**config.mk**
```make
export PLATFORM = sky130hd
export DESIGN_NAME = prim_event_sync_rx_flat
export DESIGN_NICKNAME = d
export VERILOG_FILES = /design/src/rtl/prim_event_sync_rx_if.sv /design/src/rtl/prim_event_sync_rx.sv /design/src/flat_wrapper.sv
export SDC_FILE = /design/constraint.sdc
export NUM_CORES = 1
export LEC_CHECK = 0
export CAP_MARGIN = 20
export CORE_ASPECT_RATIO = 1.25
export CORE_UTILIZATION = 49
export CTS_CLUSTER_DIAMETER = 50
export CTS_CLUSTER_SIZE = 25
export DETAILED_ROUTE_END_ITERATION = 8
export PLACE_DENSITY = 0.91
export SLEW_MARGIN = 0
export SYNTH_ARGS = -nofsm -noshare
export SYNTH_HDL_FRONTEND = slang
export SYNTH_SLANG_ARGS = --single-unit
```
**constraint.sdc**
```tcl
create_clock -name clk_i -period 2.65 [get_ports clk_i]
set_clock_uncertainty 0.05 [all_clocks]
set_input_delay 0.53 -clock clk_i [delete_from_list [all_inputs] [get_ports clk_i]]
set_output_delay 0.53 -clock clk_i [all_outputs]
set_load 0.005 [all_outputs]
```
**src/rtl/prim_event_sync_rx_if.sv**
```systemverilog
// Bundle of per-channel event, handshake and status signals for
// prim_event_sync_rx. The receiver takes the slave modport; the
// producer of toggles and consumer of events takes the master modport.
interface prim_event_sync_rx_if #(
  parameter int unsigned NumCh = 4,
  parameter int unsigned CntW  = 4
);

  logic [NumCh-1:0]      toggle_i;   // asynchronous toggle levels
  logic [NumCh-1:0]      pulse_o;    // one-cycle event pulse per toggle
  logic [NumCh-1:0]      valid_o;    // channel has pending events
  logic [NumCh-1:0]      ready_i;    // consumer pops one pending event
  logic [NumCh*CntW-1:0] count_o;    // pending count, channel c at [c*CntW +: CntW]
  logic [NumCh-1:0]      ovf_o;      // sticky event-lost flag
  logic [NumCh-1:0]      ovf_clr_i;  // clears ovf_o per channel

  // Receiver side.
  modport slave (
    input  toggle_i,
    input  ready_i,
    input  ovf_clr_i,
    output pulse_o,
    output valid_o,
    output count_o,
    output ovf_o
  );

  // Toggle source / event consumer side.
  modport master (
    output toggle_i,
    output ready_i,
    output ovf_clr_i,
    input  pulse_o,
    input  valid_o,
    input  count_o,
    input  ovf_o
  );

endinterface

```
**src/rtl/prim_event_sync_rx.sv**
```systemverilog
// Multi-channel receiver for toggle-encoded events entering the clk_i
// domain. Each channel synchronises its toggle level, turns every level
// change into a one-cycle pulse and, in counted mode, buffers events in a
// saturating pending counter drained by a valid/ready handshake with a
// sticky overflow flag. A shared init window masks the events that a
// toggle level already high at reset release would otherwise create.
module prim_event_sync_rx #(
  parameter int unsigned NumCh      = 4,
  parameter int unsigned SyncStages = 2,
  parameter int unsigned CntW       = 4,
  parameter bit          Counted    = 1'b1
) (
  input  logic                clk_i,
  input  logic                rst_i,
  prim_event_sync_rx_if.slave bus
);

  // Init window length: SyncStages+1 cycles after reset release, long
  // enough for a pre-existing high level to reach both sync and prev.
  localparam int unsigned      InitW   = $clog2(SyncStages + 2);
  localparam logic [InitW-1:0] InitLen = InitW'(SyncStages + 1);

  // Synchroniser chain, stage 0 samples the asynchronous toggle level.
  logic [SyncStages-1:0][NumCh-1:0] sync_q, sync_d;
  logic [NumCh-1:0]                 sync;
  logic [NumCh-1:0]                 prev_q, prev_d;
  logic [InitW-1:0]                 init_cnt_q, init_cnt_d;
  logic                             init;
  logic [NumCh-1:0]                 event_raw;
  logic [NumCh-1:0]                 event_vld;

  assign sync = sync_q[SyncStages-1];
  assign init = |init_cnt_q;

  // Next state of the synchroniser, edge detector and init window.
  always_comb begin
    // NOTE: every always_comb output gets a value on every path so no latch is inferred.
    sync_d     = {sync_q[SyncStages-2:0], bus.toggle_i};
    prev_d     = sync;
    init_cnt_d = init_cnt_q;
    if (init) begin
      init_cnt_d = init_cnt_q - InitW'(1);
    end
  end

  // Synchroniser, prev and init-window registers.
  always_ff @(posedge clk_i or posedge rst_i) begin
    if (rst_i) begin
      sync_q     <= '0;
      prev_q     <= '0;
      // NOTE: the init counter resets to its armed value, not zero, so the window restarts on every release.
      init_cnt_q <= InitLen;
    end else begin
      // NOTE: non-blocking assignments so every flop samples pre-edge values regardless of statement order.
      sync_q     <= sync_d;
      prev_q     <= prev_d;
      init_cnt_q <= init_cnt_d;
    end
  end

  // Raw level change, masked while the init window is open. Both terms
  // come straight from flops, so the pulse has no input-driven glitches.
  assign event_raw   = sync ^ prev_q;
  assign event_vld   = event_raw & {NumCh{~init}};
  assign bus.pulse_o = event_vld;

  if (Counted) begin : g_counted

    localparam logic [CntW-1:0] CntMax = '1;

    logic [NumCh-1:0][CntW-1:0] count_q, count_d;
    logic [NumCh-1:0]           ovf_q, ovf_d;
    logic [NumCh-1:0]           valid;
    logic [NumCh-1:0]           push;
    logic [NumCh-1:0]           pop;
    logic [NumCh-1:0]           lost;

    // Pending-counter and overflow next state, one independent lane per channel.
    always_comb begin
      count_d = count_q;
      ovf_d   = ovf_q;
      valid   = '0;
      push    = '0;
      pop     = '0;
      lost    = '0;
      for (int c = 0; c < int'(NumCh); c++) begin
        valid[c] = |count_q[c];
        push[c]  = event_vld[c];
        pop[c]   = valid[c] & bus.ready_i[c];
        if (push[c] && !pop[c]) begin
          if (count_q[c] != CntMax) begin
            count_d[c] = count_q[c] + CntW'(1);
          end else begin
            lost[c] = 1'b1;
          end
        end else if (!push[c] && pop[c]) begin
          count_d[c] = count_q[c] - CntW'(1);
        end
        // A lost event wins over a coincident clear.
        if (lost[c]) begin
          ovf_d[c] = 1'b1;
        end else if (bus.ovf_clr_i[c]) begin
          ovf_d[c] = 1'b0;
        end
      end
    end

    // Pending-counter and overflow registers.
    always_ff @(posedge clk_i or posedge rst_i) begin
      if (rst_i) begin
        count_q <= '0;
        ovf_q   <= '0;
      end else begin
        count_q <= count_d;
        ovf_q   <= ovf_d;
      end
    end

    // valid depends only on the count flops, never on ready_i.
    assign bus.valid_o = valid;
    assign bus.count_o = count_q;
    assign bus.ovf_o   = ovf_q;

  end else begin : g_pulse_only

    // No buffering: the handshake and status outputs are constant and the
    // consumer-side inputs are deliberately left unused.
    logic unused_inputs;
    assign unused_inputs = ^{bus.ready_i, bus.ovf_clr_i};

    assign bus.valid_o = '0;
    assign bus.count_o = '0;
    assign bus.ovf_o   = '0;

  end

endmodule

```
**src/flat_wrapper.sv**
```systemverilog
// flat-port wrapper written by rule: the top's interface ports become plain ports
module prim_event_sync_rx_flat 
#(
  parameter int unsigned NumCh      = 4,
  parameter int unsigned SyncStages = 2,
  parameter int unsigned CntW       = 4,
  parameter bit          Counted    = 1'b1
)
  (clk_i, rst_i, bus_toggle_i, bus_ready_i, bus_ovf_clr_i, bus_pulse_o, bus_valid_o, bus_count_o, bus_ovf_o);
  prim_event_sync_rx_if #(.NumCh(NumCh), .CntW(CntW)) bus_i ();
  input  logic clk_i;
  input  logic rst_i;
  input wire logic [$bits(bus_i.toggle_i)-1:0] bus_toggle_i;
  input wire logic [$bits(bus_i.ready_i)-1:0] bus_ready_i;
  input wire logic [$bits(bus_i.ovf_clr_i)-1:0] bus_ovf_clr_i;
  output wire logic [$bits(bus_i.pulse_o)-1:0] bus_pulse_o;
  output wire logic [$bits(bus_i.valid_o)-1:0] bus_valid_o;
  output wire logic [$bits(bus_i.count_o)-1:0] bus_count_o;
  output wire logic [$bits(bus_i.ovf_o)-1:0] bus_ovf_o;
  assign bus_i.toggle_i = bus_toggle_i;
  assign bus_i.ready_i = bus_ready_i;
  assign bus_i.ovf_clr_i = bus_ovf_clr_i;
  assign bus_pulse_o = bus_i.pulse_o;
  assign bus_valid_o = bus_i.valid_o;
  assign bus_count_o = bus_i.count_o;
  assign bus_ovf_o = bus_i.ovf_o;
  prim_event_sync_rx #(.NumCh(NumCh), .SyncStages(SyncStages), .CntW(CntW), .Counted(Counted)) u_core (.clk_i(clk_i), .rst_i(rst_i), .bus(bus_i));
endmodule
```
==> results.py <==
metrics = {
    "pwr": {
        "power.total_w": 0.00244,
        "power_density_nw_per_um2": 1070,
        "ir_drop_mv": 0.743,
        "leakage_nw": 0.997,
    },
    "cts": {
        "cts_tree": "done",
        "h-tree-depth": 2,
        "post_cts_buffers": 0,
        "hold_buffers": 0,
        "root_buffer": "clkbuf_8",
        "clkSinkCount": 34,
        "cts_buffers": 5,
        "clock_latency_ns": 0.28,
        "cts_max_path_buffers": 2,
        "cts_resized": 0,
        "clk_pin_slew_ns": 0.07,
    },
    "sta": {
        "fin_ws_ns": 0.0794,
        "period_share_pct": 97.0,
        "clock.fmax_mhz": 389,
        "finalSetupViolations": 0,
        "hold_viol": 0,
        "slew_viol_final": 0,
        "period_needed_ns": 2.57,
        "slew_headroom_pct": 72.6,
        "grt_setup_unrepaired": "no",
        "worst_slew_pin_slew_ns": 0.411,
        "holdWs_ns": 0.301,
        "finalSetupTns_ns": 0,
    },
    "critical_path": {
        "endpoint_kind": "primary output",
        "start_kind": "flip-flop",
        "cp.arrival_ns": 1.99,
        "required_ns": 2.07,
        "path_max_fanout": 9,
        "critical_path_class": "reg2out",
    },
    "run": {
        "cap_violations": 0,
    },
    "global_routing": {
        "grt_first_pass_wirelength_um": 5610,
        "use_met2_pct": 36.7,
        "grtUsageMet1_pct": 24.5,
        "grt_overflow": 0,
        "grt_start_max_net_pins": 35,
        "met3_usage_pct": 4.05,
        "globalRoute.busiestLayer": "met2",
        "first_global_vias": 1282,
        "antenna_found_initial": 0,
        "grtUsageTotal_pct": 21.9,
    },
    "placed_design": {
        "place_congestion": 0.843,
        "hpwl_um": 2490,
        "port_buffers": 41,
        "post-place-ws_ns": 0.161,
    },
    "synth": {
        "syn_area_per_cell_um2": 12.7,
        "synth.most_common_cell": "dfrtp_1",
        "synth_area_leaders": "dfrtp_1 (47%), xor2_1 (7.2%), ha_1 (6.6%), fa_1 (4.7%), o41ai_2 (3.8%)",
        "synth.yosys.seq_area_share_pct": 50.4,
        "yosys_warnings": 0,
        "synth_top_flop_cell": "dfrtp_1",
        "yosysTopAreaCell": "dfrtp_1",
        "synthCells": 133,
        "async_flop_share_pct": 100,
        "synthTopCellsByCount": "dfrtp_1 (32), xor2_1 (14), ha_1 (9), inv_1 (8), nand4_1 (8)",
        "synth.distinct_cells": 25,
        "ys_ff_latch": 34,
        "syn-cell-area_um2": 1690,
        "synth_top_area_share_pct": 47.3,
        "synth_edf_count": 0,
        "synth_nets": 160,
    },
    "floorplan": {
        "die_y_um": 67.7,
        "num_rows": 23,
        "io_pins": 42,
        "die_w_um": 54.6,
        "start_util_pct": 52.1,
        "die-area_um2": 3700,
        "core_area_um2": 3250,
    },
    "cells_and_area": {
        "final_util_pct": 70.3,
        "syn_to_final_growth_pct": 34.9,
        "diodes": 0,
        "drive_above_1_share_pct": 15.2,
        "final_net_count": 210,
    },
    "detailed_routing": {
        "drc": 0,
        "finalWirelength_um": 3400,
        "ant_nets": 0,
        "drtPass1Iterations": 4,
        "wire_per_inst_um": 15.4,
        "drt-initial-drc-count": 24,
        "avgViaCountPerCell": 5.70,
        "num_vias": 1259,
    },
    "status": {
        "status": "complete, no violations",
    },
    "min_path": {
        "hold_class": "reg2reg",
    },
}
-- final timing paths --
path	from	to	slack (ns)	depth (start not counted)
setup reg to reg	u_core.init_cnt_q[0]	u_core.bus.count_o[11]	0.21	9
hold reg to reg	u_core.sync_d[5]	u_core.prev_d[1]	0.30	0
max in group asynchronous	rst_i	u_core.init_cnt_q[1]	1.63	3
min in group asynchronous	rst_i	u_core.prev_d[0]	0.58	3
setup / recovery	u_core.init_cnt_q[0]	bus_pulse_o[0]	0.08	5
hold / removal	u_core.sync_d[5]	u_core.prev_d[1]	0.30	0
-- flip-flops by register name (all words and copies together) (netlist names) --
name                flops
u_core.bus.count_o     16
u_core.bus.ovf_o        4
u_core.init_cnt_q       2
u_core.prev_d           4
u_core.prev_q           4
u_core.sync_d           4
-- metrics by stage --
| step | area (um2) | std cells |
|---|---|---|
| 2_1_floorplan | 1690 | 133 |
| 3_3_place_gp | 2170 | 213 |
| 3_5_place_dp | 2170 | 213 |
| 4_1_cts | 2290 | 221 |
| 5_1_grt | 2290 | 221 |
| 6_report | 2290 | 221 |
-- cell usage in the layout, fill, tap and decap left out, types with 4 or more instances in the layout --
cell,n
a21o_1,5
a21oi_1,4
and2_1,4
buf_4,4
clkbuf_8,5
clkdlybuf4s50_1,41
dfrtp_1,32
fa_1,4
ha_1,9
inv_1,8
mux2i_1,5
nand2_1,5
nand4_1,8
o22ai_1,4
o41ai_2,4
xor2_1,14
-- critical path: stages, from the launching register on --
cell and delay, ns:
dfstp_2 0.54, inv_1 0.04, ha_1 0.31, buf_4 0.23, and2_1 0.14, clkdlybuf4s50_1 0.44
-- cell type report --
type                            instances  area, um2
Inverter                                8       30.0
Clock buffer                            5       68.8
Multi-Input combinational cell         89        802
Clock inverter                          3       45.0
Timing Repair Buffer                   45        440
Fill cell                             237        966
Sequential cell                        34        853
Tap cell                               37       46.3
-- cell families after synthesis --
group                    synth area share [%]
buffers and inverters                    2.29
adder cells (fa/ha/maj)                  11.4
AO/OA/AOI/OAI                            11.8
XOR/XNOR                                 8.79
AND/OR/NAND/NOR                          9.08
multiplexers                             6.28
flip-flops                               50.4
-- power breakdown --
group          switching, W  internal (W)  total (W)
clock network      0.000190      0.000279   0.000469
registers          0.000271      0.000671   0.000942
logic              0.000396      0.000632    0.00103
total              0.000857       0.00158    0.00244
-- metal layers --
metal | wire length [um] | vias to the layer above | share of wire, %
met2 | 1800 | 54 | 53
li1 | - | 577 | -
met3 | 169 | 16 | 5.0
met5 | 0 | - | 0
met4 | 109 | 0 | 3.2
met1 | 1320 | 612 | 39
(Power assumes the default switching activity.)
